===== src/rtl/adder_tree_pkg.sv =====
// Shared constants and width helpers for the pipelined adder tree.
package adder_tree_pkg;

  localparam logic MODE_SUM = 1'b0;
  localparam logic MODE_ACC = 1'b1;

  function automatic int clog2(input int value);
    int r;
    r = 0;
    for (int i = 0; i < 31; i++) begin
      if ((1 << i) < value) r = i + 1;
    end
    return r;
  endfunction

  // Each tree level adds one bit of growth over the lane width.
  function automatic int level_w(input int lane_w, input int k);
    return lane_w + k;
  endfunction

endpackage


===== src/rtl/adder_tree_level.sv =====
// One registered adder-tree level: N_IN operands of width W reduced pairwise to
// N_IN/2 sums of width W+1, with a valid bit and a sideband carried alongside.
module adder_tree_level #(
  parameter int N_IN = 8,
  parameter int W    = 4,
  parameter int SB_W = 2
) (
  input  logic                          sysclk,
  input  logic                          rst_n,
  input  logic                          en,
  input  logic                          in_valid,
  input  logic [SB_W-1:0]               in_sb,
  input  logic [N_IN*W-1:0]             in_data,
  output logic                          out_valid,
  output logic [SB_W-1:0]               out_sb,
  output logic [(N_IN/2)*(W+1)-1:0]     out_data
);

  localparam int N_OUT = N_IN / 2;

  logic [N_OUT*(W+1)-1:0] sum_next;
  logic [N_OUT*(W+1)-1:0] data_reg;
  logic [SB_W-1:0]        sb_reg;
  logic                   valid_reg;

  for (genvar gi = 0; gi < N_OUT; gi++) begin : g_pair
    assign sum_next[gi*(W+1) +: W+1] = (W+1)'(in_data[(2*gi)*W +: W])
                                     + (W+1)'(in_data[(2*gi+1)*W +: W]);
  end

  always_ff @(posedge sysclk) begin
    if (!rst_n) begin
      valid_reg <= 1'b0;
      sb_reg    <= '0;
      data_reg  <= '0;
    end else if (en) begin
      valid_reg <= in_valid;
      sb_reg    <= in_sb;
      data_reg  <= sum_next;
    end
  end

  assign out_valid = valid_reg;
  assign out_sb    = sb_reg;
  assign out_data  = data_reg;

endmodule


===== src/rtl/adder_tree_pipe.sv =====
// Pipelined masked adder tree with single-beat and multi-beat accumulate modes.
// Define ADDER_TREE_SATURATE_EN for a clamping accumulator with a per-frame overflow flag.
module adder_tree_pipe
  import adder_tree_pkg::*;
#(
  parameter int N_LANES = 8,
  parameter int LANE_W  = 4,
  parameter int ACC_W   = 16
) (
  input  logic                        sysclk,
  input  logic                        rst_n,
  input  logic [N_LANES*LANE_W-1:0]   in_data,
  input  logic [N_LANES-1:0]          in_mask,
  input  logic                        in_mode,
  input  logic                        in_last,
  input  logic                        in_valid,
  output logic                        in_ready,
  output logic [ACC_W-1:0]            out_data,
  output logic                        out_ovf,
  output logic                        out_valid,
  input  logic                        out_ready
);

  localparam int D     = clog2(N_LANES);
  localparam int SUM_W = level_w(LANE_W, D);

  if (N_LANES < 2 || (1 << D) != N_LANES) begin : g_bad_lanes
    $error("adder_tree_pipe: N_LANES must be a power of two >= 2");
  end
  if (ACC_W < SUM_W) begin : g_bad_acc_w
    $error("adder_tree_pipe: ACC_W must be >= LANE_W + clog2(N_LANES)");
  end

  logic advance;
  assign advance  = !out_valid || out_ready;
  assign in_ready = advance;

  // Stage 0: masked lanes plus mode/last sideband.
  logic [N_LANES*LANE_W-1:0] masked;
  logic [N_LANES*LANE_W-1:0] s0_data_reg;
  logic                      s0_valid_reg;
  logic                      s0_mode_reg;
  logic                      s0_last_reg;

  for (genvar gi = 0; gi < N_LANES; gi++) begin : g_mask
    assign masked[gi*LANE_W +: LANE_W] = in_mask[gi] ? in_data[gi*LANE_W +: LANE_W] : '0;
  end

  always_ff @(posedge sysclk) begin
    if (!rst_n) begin
      s0_valid_reg <= 1'b0;
      s0_mode_reg  <= MODE_SUM;
      s0_last_reg  <= 1'b0;
      s0_data_reg  <= '0;
    end else if (advance) begin
      s0_valid_reg <= in_valid;
      s0_mode_reg  <= in_mode;
      s0_last_reg  <= in_last;
      s0_data_reg  <= masked;
    end
  end

  // Tree levels 1..D; level gi consumes N_LANES>>(gi-1) operands of width LANE_W+gi-1.
  for (genvar gi = 1; gi <= D; gi++) begin : g_lvl
    localparam int N_IN = N_LANES >> (gi - 1);
    localparam int W_IN = level_w(LANE_W, gi - 1);

    logic [N_IN*W_IN-1:0]           din;
    logic                           vin;
    logic [1:0]                     sbin;
    logic [(N_IN/2)*(W_IN+1)-1:0]   dout;
    logic                           vout;
    logic [1:0]                     sbout;

    if (gi == 1) begin : g_first
      assign din  = s0_data_reg;
      assign vin  = s0_valid_reg;
      assign sbin = {s0_mode_reg, s0_last_reg};
    end else begin : g_next
      assign din  = g_lvl[gi-1].dout;
      assign vin  = g_lvl[gi-1].vout;
      assign sbin = g_lvl[gi-1].sbout;
    end

    adder_tree_level #(
      .N_IN (N_IN),
      .W    (W_IN),
      .SB_W (2)
    ) u_level (
      .sysclk    (sysclk),
      .rst_n     (rst_n),
      .en        (advance),
      .in_valid  (vin),
      .in_sb     (sbin),
      .in_data   (din),
      .out_valid (vout),
      .out_sb    (sbout),
      .out_data  (dout)
    );
  end

  logic [SUM_W-1:0] fin_data;
  logic             fin_valid;
  logic             fin_mode;
  logic             fin_last;

  assign fin_data  = g_lvl[D].dout;
  assign fin_valid = g_lvl[D].vout;
  assign fin_mode  = g_lvl[D].sbout[1];
  assign fin_last  = g_lvl[D].sbout[0];

  logic [ACC_W-1:0] sum_ext;
  logic [ACC_W-1:0] acc_reg;
  logic [ACC_W-1:0] acc_total;
  logic [ACC_W-1:0] out_data_reg;
  logic             out_valid_reg;

  assign sum_ext = ACC_W'(fin_data);

`ifdef ADDER_TREE_SATURATE_EN
  logic [ACC_W:0] acc_wide;
  logic           frame_ovf;
  logic           ovf_sticky_reg;
  logic           out_ovf_reg;

  assign acc_wide  = {1'b0, acc_reg} + {1'b0, sum_ext};
  assign acc_total = acc_wide[ACC_W] ? '1 : acc_wide[ACC_W-1:0];
  assign frame_ovf = ovf_sticky_reg | acc_wide[ACC_W];

  always_ff @(posedge sysclk) begin
    if (!rst_n) begin
      ovf_sticky_reg <= 1'b0;
      out_ovf_reg    <= 1'b0;
    end else if (advance && fin_valid) begin
      if (fin_mode == MODE_SUM) begin
        out_ovf_reg <= 1'b0;
      end else if (fin_last) begin
        out_ovf_reg    <= frame_ovf;
        ovf_sticky_reg <= 1'b0;
      end else begin
        ovf_sticky_reg <= frame_ovf;
      end
    end
  end

  assign out_ovf = out_ovf_reg;
`else
  assign acc_total = acc_reg + sum_ext;
  assign out_ovf   = 1'b0;
`endif

  // Mode-0 beats bypass the accumulator so an open frame survives them.
  always_ff @(posedge sysclk) begin
    if (!rst_n) begin
      out_valid_reg <= 1'b0;
      out_data_reg  <= '0;
      acc_reg       <= '0;
    end else if (advance) begin
      out_valid_reg <= 1'b0;
      if (fin_valid) begin
        if (fin_mode == MODE_SUM) begin
          out_valid_reg <= 1'b1;
          out_data_reg  <= sum_ext;
        end else if (fin_last) begin
          out_valid_reg <= 1'b1;
          out_data_reg  <= acc_total;
          acc_reg       <= '0;
        end else begin
          acc_reg <= acc_total;
        end
      end
    end
  end

  assign out_valid = out_valid_reg;
  assign out_data  = out_data_reg;

endmodule


===== config.mk =====
export PLATFORM = sky130hd
export DESIGN_NAME = adder_tree_pipe
export DESIGN_NICKNAME = d
export VERILOG_FILES = /design/src/rtl/adder_tree_pkg.sv /design/src/rtl/adder_tree_level.sv /design/src/rtl/adder_tree_pipe.sv
export SDC_FILE = /design/constraint.sdc
export NUM_CORES = 1
export LEC_CHECK = 0
export CELL_PAD_IN_SITES_DETAIL_PLACEMENT = 1
export CELL_PAD_IN_SITES_GLOBAL_PLACEMENT = 2
export CORE_MARGIN = 8
export CORE_UTILIZATION = 31
export DETAILED_ROUTE_END_ITERATION = 10
export GPL_TIMING_DRIVEN = 0
export HOLD_SLACK_MARGIN = 0.1
export PLACE_DENSITY_LB_ADDON = 0.3
export SLEW_MARGIN = 20
export SYNTH_ARGS = -nofsm -noshare
export SYNTH_HDL_FRONTEND = slang
export SYNTH_SLANG_ARGS = --single-unit

===== constraint.sdc =====
create_clock -name sysclk -period 1.8 [get_ports sysclk]
set_input_delay 0.18 -clock sysclk [delete_from_list [all_inputs] [get_ports sysclk]]
set_output_delay 0.18 -clock sysclk [all_outputs]
set_load 0.02 [all_outputs]

==> reports/qor.txt, run 1 <==
Status: finished, violations left
Violated checks: negative setup slack
Synth Cell Area: 5830 um2
Global Route Usage Sum: 14.9%
Setup CP Type: reg -> reg
Num Clock Sinks: 116
Final Power: 6.37 mW
Num rows: 50
Hold Path Cell Cnt: 3
Placed cells: 969
Arr. time, crit path: 2160 ps
Met3 Resource Use GR: 3.10%
GR Layer Usage met1: 16.7%
Slew Limit Fails: 0
Pwr per Cell Area: 831 nW/um2
Hold WC Path Type: in -> reg
Final setup viols: 13
Asr flop ratio synth: 0%
Post-route ant nets: 0
Clock latency at the later pin of the worst-skew pair: 410 ps
Initial Util: 31.4%
Final min period: 1900 ps
Post-synth top area share: 39.8%
GR Util met2: 26.9%
Largest net degree at the start of global routing: 17
RSZ-0062 raised after global routing: yes
Worst R2R End: out_data[6]$_SDFFE_PN0P_
Max cap viols: 0
Hold Vio Cnt, Final: 0
Vias in the first global route: 5628
Final nets: 854
Final setup TNS: -759 ps
Final Worst Setup Slack: -101 ps
H-tree depth: 4
Global-route wire length before repair: 27900 um
Routed vias: 5049
R2r startpoint: g_lvl[3].u_level.out_data[0]$_SDFFE_PN0N_
Crit path max fanout: 2
CTS tree: done
Layout cell share with drive strength beyond 1: 13.3%
Critical Path Start Type: flop
# DRC: 0
Yosys top cell by area: dfxtp_1
Worst vdd rail ir drop: 0.547 mV
Worst EP required: 2060 ps
Reg-to-reg slack, setup: -100 ps
Cell variety after synth: 49
Final Cycle Share: 106%
Hpwl dp: 12700 um
Non-Filler Instances: 1007
DR vias/cell: 5.01
Die height: 153 um
Syn Area/Cell: 8.67 um2
DR pass1 iterations: 4
Average wire per standard cell: 17.0 um
Fmax: 0.526 GHz
Bufs on Longest Clock Path: 2
Die width: 153 um
Worst setup startpoint: g_lvl[3].u_level.out_data[0]$_SDFFE_PN0N_
Die area: 23400 um2
Final WL: 17200 um
Post-Synthesis Cells: 672
Hold EP: s0_mode_reg$_SDFFE_PN0N_
Grt total ovfl: 0
N_diodes: 0
Clk root buf: clkbuf_16
Synth top area cells: dfxtp_1, ha_1, nand2_1
Worst Setup End Kind: flop
Design area: 7660 um2
Seq/Total Area, Yosys: 39.8%
Yosys reg bits: 116
Worst-Margin Slew: 714 ps
IO Pins: 65
Most frequent cell after synthesis: nand2_1
Synthesis warning total: 0
Worst R2R Path Depth: 8
RePlAce Congestion: 0.785
Post-synth top flop: dfxtp_1
Relative slew margins: 52.4%
Clk pin slew, worst setup/hold paths: 50 ps
Mapped Nets: 765
Final Skew: 8.11 ps
Core area: 18600 um2
TritonCTS Buffers: 17
Hold path startpoint: in_mode
Placed instance area: 6760 um2
Area Growth Syn to Fin: 31.5%
Synth top cells by count: nand2_1, dfxtp_1, a21boi_0
EDFF count, synth: 0
CTS Hold Bufs: 0
PortBufs: 63
Initial antenna violation count: 0
DR iter-0 viols: 139
Busiest metal layer after global routing: met2
Max reg flops: 39
P_leak: 3.00 nW
[cells by family (layout without fill, tap and decap cells)]
family | after synthesis | count (layout) | synth area share (%)
muxes | 7 | 7 | 1.20
AOI/OAI and AO/OA | 185 | 185 | 21.0
other | 1 | 1 | 0.0643
DFF | 116 | 116 | 39.8
buffers and inverters | 59 | 160 | 4.12
xor gates and xnor gates | 29 | 29 | 4.36
adders and majority gates | 47 | 47 | 11.1
and+or+nand+nor | 228 | 228 | 18.3
[critical path, stage by stage (launching register included)]
cell and delay [ps]:
dfxtp_4 350, ha_4 160, fa_2 370, a21oi_4 200
o21ai_4 70, buf_4 140, a21oi_2 120, xor2_1 210
a31oi_1 110
[worst max path at each step]
stage | to | cells after the start
finish | out_data[6]$_SDFFE_PN0P_ | 8
global route | acc_reg[8]$_SDFFE_PN0P_ | 8
CTS | acc_reg[8]$_SDFFE_PN0P_ | 8
detailed placement | in_ready | 7
global placement | in_ready | 7
floorplan | acc_reg[10]$_SDFFE_PN0P_ | 8
[routing by layer]
| layer | up-vias | wire length [um] |
|---|---|---|
| met1 | 2437 | 7680 |
| met4 | 0 | 423 |
| li1 | 2496 | - |
| met2 | 85 | 8620 |
| met5 | - | 0 |
| met3 | 31 | 445 |
[area by class of cell]
cell class,instances,area (um2)
plain buffers,37,188
clock buffers,27,523
clock inverters,4,20.0
fillers,2176,10900
inverters,20,87.6
multi-input cells,497,3520
flip-flops and latches,116,2340
well taps,234,293
repair buffers,72,699
[layout by cell type (no fill, tap or decap), drive strengths merged, types with 2 or more instances in the layout]
| cell type | count |
|---|---|
| nor2b | 16 |
| a21boi | 64 |
| buf | 16 |
| nand2 | 127 |
| xor2 | 16 |
| a22oi | 3 |
| nand4 | 3 |
| fa | 8 |
| or4 | 4 |
| nor2 | 19 |
| clkdlybuf4s50 | 62 |
| o211ai | 4 |
| xnor2 | 13 |
| ha | 39 |
| nand4b | 2 |
| o211a | 9 |
| dfxtp | 116 |
| a21oi | 37 |
| nand3 | 37 |
| mux2i | 7 |
| and3 | 2 |
| a21o | 12 |
| or3 | 2 |
| clkbuf | 58 |
| clkinv | 5 |
| nor3b | 2 |
| o21ai | 49 |
| and2 | 10 |
| a32o | 2 |
| inv | 19 |
[where the power goes]
| group | switching (mW) | total [mW] | leakage, nW | internal, mW |
|---|---|---|---|---|
| combinational | 0.253 | 0.531 | 1.77 | 0.278 |
| sequential | 0.0727 | 2.74 | 0.949 | 2.66 |
| clock | 1.15 | 3.11 | 0.273 | 1.96 |
| total | 1.47 | 6.37 | 3.00 | 4.90 |
[through the flow]
step	setup WS [ps]	hold WS, ps	utilization, %
5_1_grt	-205	360	41.2
3_3_place_gp	-864	435	36.4
4_1_cts	-133	328	40.6
6_report	-101	337	41.2
3_5_place_dp	-905	443	36.4
2_1_floorplan	10.2	327	-
[what timing repair did]
item	CTS	global route
endpoints found under the hold margin	0	0
endpoints found under the setup margin	40	49
pin swaps	19	17
resized for setup	50	41
setup buffers	5	4
Power figures use the tool's default switching activity.
==> run 2: changes to the inputs <==
--- a/config.mk
+++ b/config.mk
@@ -8,7 +8,7 @@
 export CELL_PAD_IN_SITES_DETAIL_PLACEMENT = 1
 export CELL_PAD_IN_SITES_GLOBAL_PLACEMENT = 2
 export CORE_MARGIN = 8
-export CORE_UTILIZATION = 31
+export CORE_UTILIZATION = 37
 export DETAILED_ROUTE_END_ITERATION = 10
 export GPL_TIMING_DRIVEN = 0
 export HOLD_SLACK_MARGIN = 0.1
==> constraint.sdc (replaced) <==
create_clock -name sysclk -period 2.4 [get_ports sysclk]
set_input_delay 0.24 -clock sysclk [delete_from_list [all_inputs] [get_ports sysclk]]
set_output_delay 0.24 -clock sysclk [all_outputs]
set_load 0.02 [all_outputs]
==> reports/qor.txt, run 2 (synthesis gave the netlist of run 1 again) <==
Status: completed
Final setup TNS: 0 ps
Reg-to-reg slack, setup: 310 ps
Clk root buf: clkbuf_16
Vias in the first global route: 5476
Met3 wire len: 573 um
Register Area: 2320 um2
Met1 wire length: 7220 um
Hold WC Path Type: in -> reg
Final setup viols: 0
Worst R2R End: acc_reg[10]$_SDFFE_PN0P_
Die width: 142 um
Max reg flops: 39
Fillers: 1831
DR pass1 iterations: 4
Initial Util: 37.2%
Layout cell share with drive strength beyond 1: 5.89%
Crit path max fanout: 8
Design area: 7300 um2
Critical Path Start Type: flop
Worst Setup End Kind: flop
Arr. time, crit path: 2430 ps
RSZ-0062 raised after global routing: no
Uppermost layer routed: met4
TritonCTS Buffers: 17
Fmax: 0.478 GHz
Bufs on Longest Clock Path: 2
Setup CP Type: reg -> reg
Worst-Margin Slew: 714 ps
Final min period: 2090 ps
Final Cycle Share: 87.1%
Final nets: 846
Final Skew: 7.16 ps
Global-route wire length before repair: 26800 um
Commonest non-fill, non-tap cell in the layout: nand2_1
Hold EP: s0_last_reg$_SDFFE_PN0N_
Postcts setup bufs: 0
Initial antenna violation count: 0
Hold Path Cell Cnt: 3
Largest net degree at the start of global routing: 19
Core area: 15700 um2
P_leak: 2.94 nW
Clk pin slew, worst setup/hold paths: 50 ps
Grt total ovfl: 0
RePlAce Congestion: 0.823
Pre-CTS WS: -386 ps
Max cap viols: 0
Pwr per Cell Area: 664 nW/um2
Hold Vio Cnt, Final: 0
Multi-input gate area: 3270 um2
Average wire per standard cell: 16.6 um
Relative slew margins: 52.4%
Clock latency at the later pin of the worst-skew pair: 410 ps
Hold path startpoint: in_last
R2r startpoint: g_lvl[3].u_level.out_data[0]$_SDFFE_PN0N_
Hold WS: 399 ps
Num Clock Sinks: 116
PortBufs: 63
Worst vdd rail ir drop: 0.557 mV
Routed vias: 4972
Final WL: 16300 um
N_diodes: 0
Post-route ant nets: 0
Slew Limit Fails: 0
H-tree depth: 4
DR vias/cell: 5.07
Hpwl dp: 12300 um
Die area: 20000 um2
Worst EP required: 2740 ps
# DRC: 0
Area Growth Syn to Fin: 25.2%
IO Pins: 65
Most frequent cells in the layout: nand2_1, dfxtp_1, clkdlybuf4s50_1, a21boi_0, o21ai_0
Worst R2R Path Depth: 8
Num rows: 46
Final Worst Setup Slack: 310 ps
Met2 WL: 8180 um
DR iter-0 viols: 183
Placed instance area: 6730 um2
CTS tree: done
CTS Hold Bufs: 0
Global Route Usage Sum: 16.9%
Die height: 142 um
[run 2: cell types whose count changed in the layout (fill, tap and decap cells not counted), moves of 4 or more]
cell	change
a21oi_4	-6
o21ai_1	-10
ha_4	-6
buf_4	-9
fa_2	-4
o21ai_0	+10
ha_1	+9
a21oi_1	+10
dfxtp_1	+7
clkbuf_1	+6
a21oi_2	-4
clkbuf_2	-7
dfxtp_2	-5
fa_1	+4
[run 2: how the worst max path moves through the flow]
stage	start	end	slack, ps
after detailed placement	out_ready	in_ready	-390
after CTS	out_valid$_SDFFE_PN0N_	in_ready	20
after floorplan	g_lvl[3].u_level.out_data[0]$_SDFFE_PN0N_	acc_reg[10]$_SDFFE_PN0P_	500
final	g_lvl[3].u_level.out_data[0]$_SDFFE_PN0N_	acc_reg[10]$_SDFFE_PN0P_	310
after global placement	out_ready	in_ready	-350
after global routing	g_lvl[3].u_level.out_data[0]$_SDFFE_PN0N_	acc_reg[10]$_SDFFE_PN0P_	160
[run 2: critical path, cell delays in order, from the launching register on]
cell and delay, ps:
dfxtp_1 320, ha_1 240, fa_1 430, a21oi_2 200, o21ai_2 100, o21a_4 270, a41oi_1 210, o21ai_0 100
a21boi_1 150
[run 2: layout make-up]
cell class                      instances  area share, %
Buffer                                 38           2.20
Clock buffer                           26           7.12
Clock inverter                          4          0.617
Inverter                               20           1.10
Multi-Input combinational cell        497           44.8
Sequential cell                       116           31.8
Tap cell                              216           3.70
Timing Repair Buffer                   63           8.68
[run 2: power by group]
| part | internal (mW) | switching, mW |
|---|---|---|
| clock network | 1.57 | 0.854 |
| registers | 2.00 | 0.0497 |
| logic | 0.195 | 0.181 |
[run 2: repair_timing]
item                       4_1_cts  5_1_grt
pin swaps                        0        0
setup endpoints to repair        1        1
resized for setup                1        1
[run 2: per-layer routing]
metal | vias to the layer above | GRT usage [%]
met5 | - | 0
met4 | 0 | 6.95
met3 | 23 | 3.60
met2 | 89 | 30.8
met1 | 2389 | 18.8
li1 | 2471 | -
[run 2: per-stage QoR]
stage / total power, mW / utilization (%) / instances
2_1_floorplan: 2.29 / - / 672
3_3_place_gp: 2.44 / 43.0 / 951
3_5_place_dp: 2.46 / 43.0 / 951
4_1_cts: 4.90 / 46.6 / 980
5_1_grt: 5.04 / 46.6 / 980
6_report: 4.85 / 46.6 / 980
==> edit 1 (flow settings as in run 1) <==
Add an input register stage for `in_mode`, without a reset; this delays it by one clock. The other inputs are not delayed to match.
--- a/src/rtl/adder_tree_pipe.sv
+++ b/src/rtl/adder_tree_pipe.sv
@@ -23,6 +23,12 @@
 
   localparam int D     = clog2(N_LANES);
   localparam int SUM_W = level_w(LANE_W, D);
+
+  logic in_mode_q;
+
+  always_ff @(posedge sysclk) begin
+    in_mode_q <= in_mode;
+  end
 
   if (N_LANES < 2 || (1 << D) != N_LANES) begin : g_bad_lanes
     $error("adder_tree_pipe: N_LANES must be a power of two >= 2");
@@ -54,7 +60,7 @@
       s0_data_reg  <= '0;
     end else if (advance) begin
       s0_valid_reg <= in_valid;
-      s0_mode_reg  <= in_mode;
+      s0_mode_reg  <= in_mode_q;
       s0_last_reg  <= in_last;
       s0_data_reg  <= masked;
     end
Check against the original RTL: not equivalent (a bounded check fails within 10 cycles, from zero or initial values and one cycle with rst_n low).
==> edit 1 against run 1 <==
- total power rose by 1.7%
- synthesized area decreased by 0.45%
- largest power group unchanged
- clock power grew 3%
- sequential cell count increased by 1
- clock skew down 1.5 ps
- wire length is 2.0% lower
- worst setup slack worse by 34 ps
- die area shrank 0.40%
- global-route usage decreased by 0.33 points
- the flow still finishes with violations (setup timing)
- critical endpoint is now acc_reg[8]$_SDFFE_PN0P_
- design area shrank 0.42%
==> edit 1: results (changes against run 1) <==
stage,metric,value,unit,change
worst_hold_path,Worst Hold Path EP,in_mode_q$_DFF_P_,,
timing,Final Skew,6.61,ps,-1.51 ps
logic_synthesis,post-synth cell types,44,,-10%
timing,# setup viols final,15,,+2
logic_synthesis,"Seq/Total Area, Yosys",40.4,%,+0.53 points
timing,final setup margin,-136,ps,-34.3 ps
timing,Hold Slack,207,ps,-130 ps
cells_and_area,Fillers,2178,,+0.092%
routing,Starting DRT DRC Count,130,,-6.5%
setup_path,CP max-delay cell,or4_1,,
logic_synthesis,Synth Net Count,767,,+0.26%
setup_path,CP max FO,8,,+6
placed_design,dpl ws,-1060,ps,-151 ps
setup_path,cell family with most CP delay,compound AO/OA/AOI/OAI gates,,
grt,vias in the first global route,5461,,-3.0%
setup_path,FF-to-FF End,acc_reg[8]$_SDFFE_PN0P_,,
routing,vias,5041,,-0.16%
setup_path,"slowest stage delay, CP",440,ps,+70 ps
placed_design,RePlAce Congestion,0.787,,+0.28%
pwr,Max VDD drop,0.711,mV,+30%
setup_path,critical path arrival,2280,ps,+120 ps
timing,measured slew at the worst slew-check pin,727,ps,+12.8 ps
worst_hold_path,Worst Hold Class,in2reg,,
logic_synthesis,asr flop ratio synth,0,%,unchanged
grt,global-route wire length before repair,27.4,mm,-1.9%
placed_design,post-detailed-placement half-perimeter wirelength,12.5,mm,-1.8%
cells_and_area,share of layout cells above drive strength 1,13.1,%,-0.25 points
setup_path,FF-to-FF Start,acc_reg[0]$_SDFFE_PN0P_,,
cells_and_area,Final Instance Count excl. Fillers,1014,,+0.70%
logic_synthesis,gate count after technology mapping,674,,+0.30%
logic_synthesis,top cells by instance count after synthesis,"126 x nand2_1, 117 x dfxtp_1, 60 x a21boi_0, 49 x o21ai_0, 39 x ha_1",,
logic_synthesis,synth top area cells,"dfxtp_1 40%, ha_1 8.4%, nand2_1 8.2%",,
cells_and_area,Total Nets Final,861,,+0.82%
placed_design,placed cell count,971,,+0.21%
pwr,P_leak,3.02,nW,+0.91%
status,status,"finished, violations left",,
status,failing checks,setup timing,,
worst_hold_path,cell depth of the worst hold path,1,,-2
-- edit 1: per-stage QoR --
stage               area (um^2)  TNS (ps)
floorplan                  5810         0
global placement           6730    -36690
detailed placement         6730    -43890
CTS                        7500      -998
global route               7630     -2490
finish                     7630      -933
-- edit 1: area by class of cell --
type | instances | share of cell area [%]
Multi-Input combinational cell | 497 | 45.1
Timing Repair Buffer | 75 | 9.43
Inverter | 21 | 1.07
Clock inverter | 10 | 1.05
Tap cell | 234 | 3.84
Clock buffer | 21 | 6.30
Sequential cell | 117 | 30.8
Buffer | 39 | 2.48
-- edit 1: routing by layer --
layer  vias to the layer above  global-route usage [%]  share of wire, %
met5                         -                       0                 0
met4                         0                    4.62               1.3
met3                        20                    4.17               3.6
met2                        78                    26.4                51
met1                      2439                    16.2                44
li1                       2504                       -                 -
-- edit 1: worst max-delay path by stage --
stage	endpoint	slack (ps)	cells after the start	startpoint
final	acc_reg[8]$_SDFFE_PN0P_	-140	8	acc_reg[0]$_SDFFE_PN0P_
after global routing	acc_reg[10]$_SDFFE_PN0P_	-220	8	acc_reg[0]$_SDFFE_PN0P_
after CTS	acc_reg[10]$_SDFFE_PN0P_	-170	8	acc_reg[0]$_SDFFE_PN0P_
after detailed placement	in_ready	-1060	6	out_ready
after global placement	in_ready	-1010	6	out_ready
after floorplan	acc_reg[10]$_SDFFE_PN0P_	4	8	g_lvl[3].u_level.out_data[0]$_SDFFE_PN0N_
-- edit 1: logic make-up (layout without fill, tap and decap cells) --
logic type	Yosys count	in the layout	share of synthesized area, %
compound gates	186	186	21.1
xor+xnor	28	28	4.23
fa+ha+maj	47	47	11.2
buf+inv	60	166	4.05
flops	117	117	40.4
mux	7	7	1.21
other cells	1	1	0.0646
simple gates	228	228	17.8
-- edit 1: what timing repair did --
item / 4_1_cts / 5_1_grt
pin swaps: 15 / 15
buffers inserted: 7 / 5
endpoints found under the setup margin: 103 / 49
gates resized for setup: 48 / 34
-- edit 1: power by group --
| group | internal [W] | leakage [nW] | total, W | switching (W) |
|---|---|---|---|---|
| clock network | 0.00201 | 0.280 | 0.00321 | 0.00119 |
| registers | 0.00268 | 0.956 | 0.00275 | 0.0000680 |
| logic | 0.000273 | 1.79 | 0.000519 | 0.000246 |
| total | 0.00497 | 3.02 | 0.00648 | 0.00151 |
==> edit 2 (config.mk and constraints of run 1) <==
Made on the original files. `LANE_W`: 4 -> 5.
--- a/src/rtl/adder_tree_pipe.sv
+++ b/src/rtl/adder_tree_pipe.sv
@@ -4,7 +4,7 @@
   import adder_tree_pkg::*;
 #(
   parameter int N_LANES = 8,
-  parameter int LANE_W  = 4,
+  parameter int LANE_W  = 5,
   parameter int ACC_W   = 16
 ) (
   input  logic                        sysclk,
Ports: changed (resized in_data); port bits go from 65 to 73. No check against the original RTL was run, so the function may have changed too.
==> edit 2 against run 1 <==
- worst hold slack worse by 8.3 ps
- synthesized area up 7.8%
- critical path depth unchanged
- non-clock buffer count up 23
- sequential cell count up 15
- total power up 20%
- sequential share of layout area up 0.43 points
- worst setup slack worse by 110 ps
- largest cell class unchanged
- design area up 12%
- global-route usage up 0.26 points
- combinational power up 28%
- wire length up 9.5%
- clock power up 25%
- the flow still finishes with violations (setup timing)
==> edit 2: results (changes against run 1) <==
stage,metric,value,unit,change
placed_design,RePlAce Congestion,0.805,,+2.6%
routing,met1 wire length,8.38,mm,+9.2%
grt,met3 usage in global routing,3.88,%,+0.78 points
cells_and_area,Final Instance Count excl. Fillers,1144,,+14%
clock_tree,"Clk pin slew, worst setup/hold paths",60,ps,
placed_design,dpl ws,-1050,ps,-141 ps
placed_design,Placed Area,0.00739,mm^2,+9.3%
cells_and_area,Fillers,2400,,+10%
clock_tree,CTS max path bufs,2,,unchanged
grt,global-route wire length before repair,29.7,mm,+6.4%
setup_path,reg2reg path depth,8,,unchanged
routing,DRT Pass-1 Iters,5,,+1
logic_synthesis,post-synth cell types,41,,-16%
grt,met2 Resource Use GR,26.9,%,-0.038 points
logic_synthesis,gate count after technology mapping,752,,+12%
pwr,Switching Power,0.00173,W,+18%
clock_tree,total CTS buffers,17,,unchanged
pwr,Max VDD drop,0.496,mV,-9.3%
grt,largest net degree at the start of global routing,17,,unchanged
setup_path,"slowest stage delay, CP",330,ps,-40 ps
placed_design,port bufs,71,,+13%
routing,WL met3,789,um,+77%
logic_synthesis,synth top area cells,"dfxtp_1 42%, a21oi_1 10%, ha_1 9.4%",,
grt,global routing usage on met1,17.6,%,+0.87 points
cells_and_area,antenna cell count,0,,unchanged
clock_tree,Post-CTS Setup Inserts,10,,+5
cells_and_area,max reg flops,46,,+18%
routing,met2 WL,9.40,mm,+9.1%
routing,Starting DRT DRC Count,169,,+22%
routing,highest routed layer,met4,,
worst_hold_path,cell depth of the worst hold path,3,,unchanged
cells_and_area,Total Nets Final,970,,+14%
setup_path,CP max FO,8,,+6
timing,Final Skew,8.22,ps,+0.109 ps
setup_path,critical path arrival,2360,ps,+200 ps
placed_design,post-detailed-placement half-perimeter wirelength,13.9,mm,+9.8%
timing,# setup viols final,21,,+8
status,status,"finished, violations left",,
cells_and_area,share of layout cells above drive strength 1,16.5,%,+3.2 points
logic_synthesis,Synth Net Count,861,,+13%
status,failing checks,setup timing,,
routing,Via density,4.90,,-2.3%
clock_tree,post-cts resize count,56,,+12%
setup_path,CP max-delay cell,dfxtp_2,,
logic_synthesis,top cells by instance count after synthesis,"151 x nand2_1, 131 x dfxtp_1, 127 x a21oi_1, 47 x ha_1, 46 x nand3_1",,
timing,slew margin rel.,53.4,%,+1.0 points
worst_hold_path,worst hold start,in_last,,
logic_synthesis,"Seq/Total Area, Yosys",41.7,%,+1.9 points
timing,Fin Setup TNS,-3240,ps,-2480 ps
timing,final setup margin,-212,ps,-110 ps
grt,vias in the first global route,5997,,+6.6%
routing,DR WL/cell,16.4,um,-3.6%
grt,initial antenna violation count,0,,unchanged
clock_tree,H-tree depth,4,,unchanged
clock_tree,CTS root buf,clkbuf_16,,
pwr,P_leak,3.40,nW,+13%
grt,Total Routing Usage GR,15.2,%,+0.26 points
-- edit 2: logic make-up (layout without fill, tap and decap cells) --
group,after synthesis,after routing,synth area share [%]
other,1,1,0.0597
buffers and inverters,54,176,3.37
adder cells (fa/ha/maj),55,55,11.9
multiplexers,7,7,1.12
AND/OR/NAND/NOR,254,254,17.3
XOR/XNOR,37,37,5.16
AO/OA/AOI/OAI,213,213,19.3
flip-flops,131,131,41.7
-- edit 2: layout make-up --
| cell class | count | area (um^2) | share of cell area (%) |
|---|---|---|---|
| multi-input cells | 567 | 3790 | 44.2 |
| flip-flops and latches | 131 | 2650 | 30.9 |
| repair buffers | 90 | 867 | 10.1 |
| clock buffers | 20 | 467 | 5.44 |
| well taps | 270 | 338 | 3.94 |
| plain buffers | 42 | 218 | 2.54 |
| clock inverters | 12 | 199 | 2.32 |
| inverters | 12 | 50.0 | 0.583 |
-- edit 2: power groups by stage --
stage / Sequential [W] / Clock [W] / Combinational [W]
floorplan: 0.00314 / 0 / 0.000364
detailed placement: 0.00316 / 0 / 0.000619
CTS: 0.00311 / 0.00396 / 0.000655
finish: 0.00311 / 0.00388 / 0.000682
global route: 0.00312 / 0.00409 / 0.000755
global placement: 0.00316 / 0 / 0.000604
-- edit 2: final timing paths --
path                              end  slack (ps)
max          acc_reg[10]$_SDFFE_PN0P_        -210
min          s0_last_reg$_SDFFE_PN0N_         330
max reg2reg  acc_reg[10]$_SDFFE_PN0P_        -210
min reg2reg  out_data[8]$_SDFFE_PN0P_         450
-- edit 2: critical path: cells and delay by family, from the launching register on --
kind / cells / cell delay [ps]
AOI/OAI and AO/OA: 6 / 1110
adders and majority gates: 2 / 490
DFF: 1 / 330
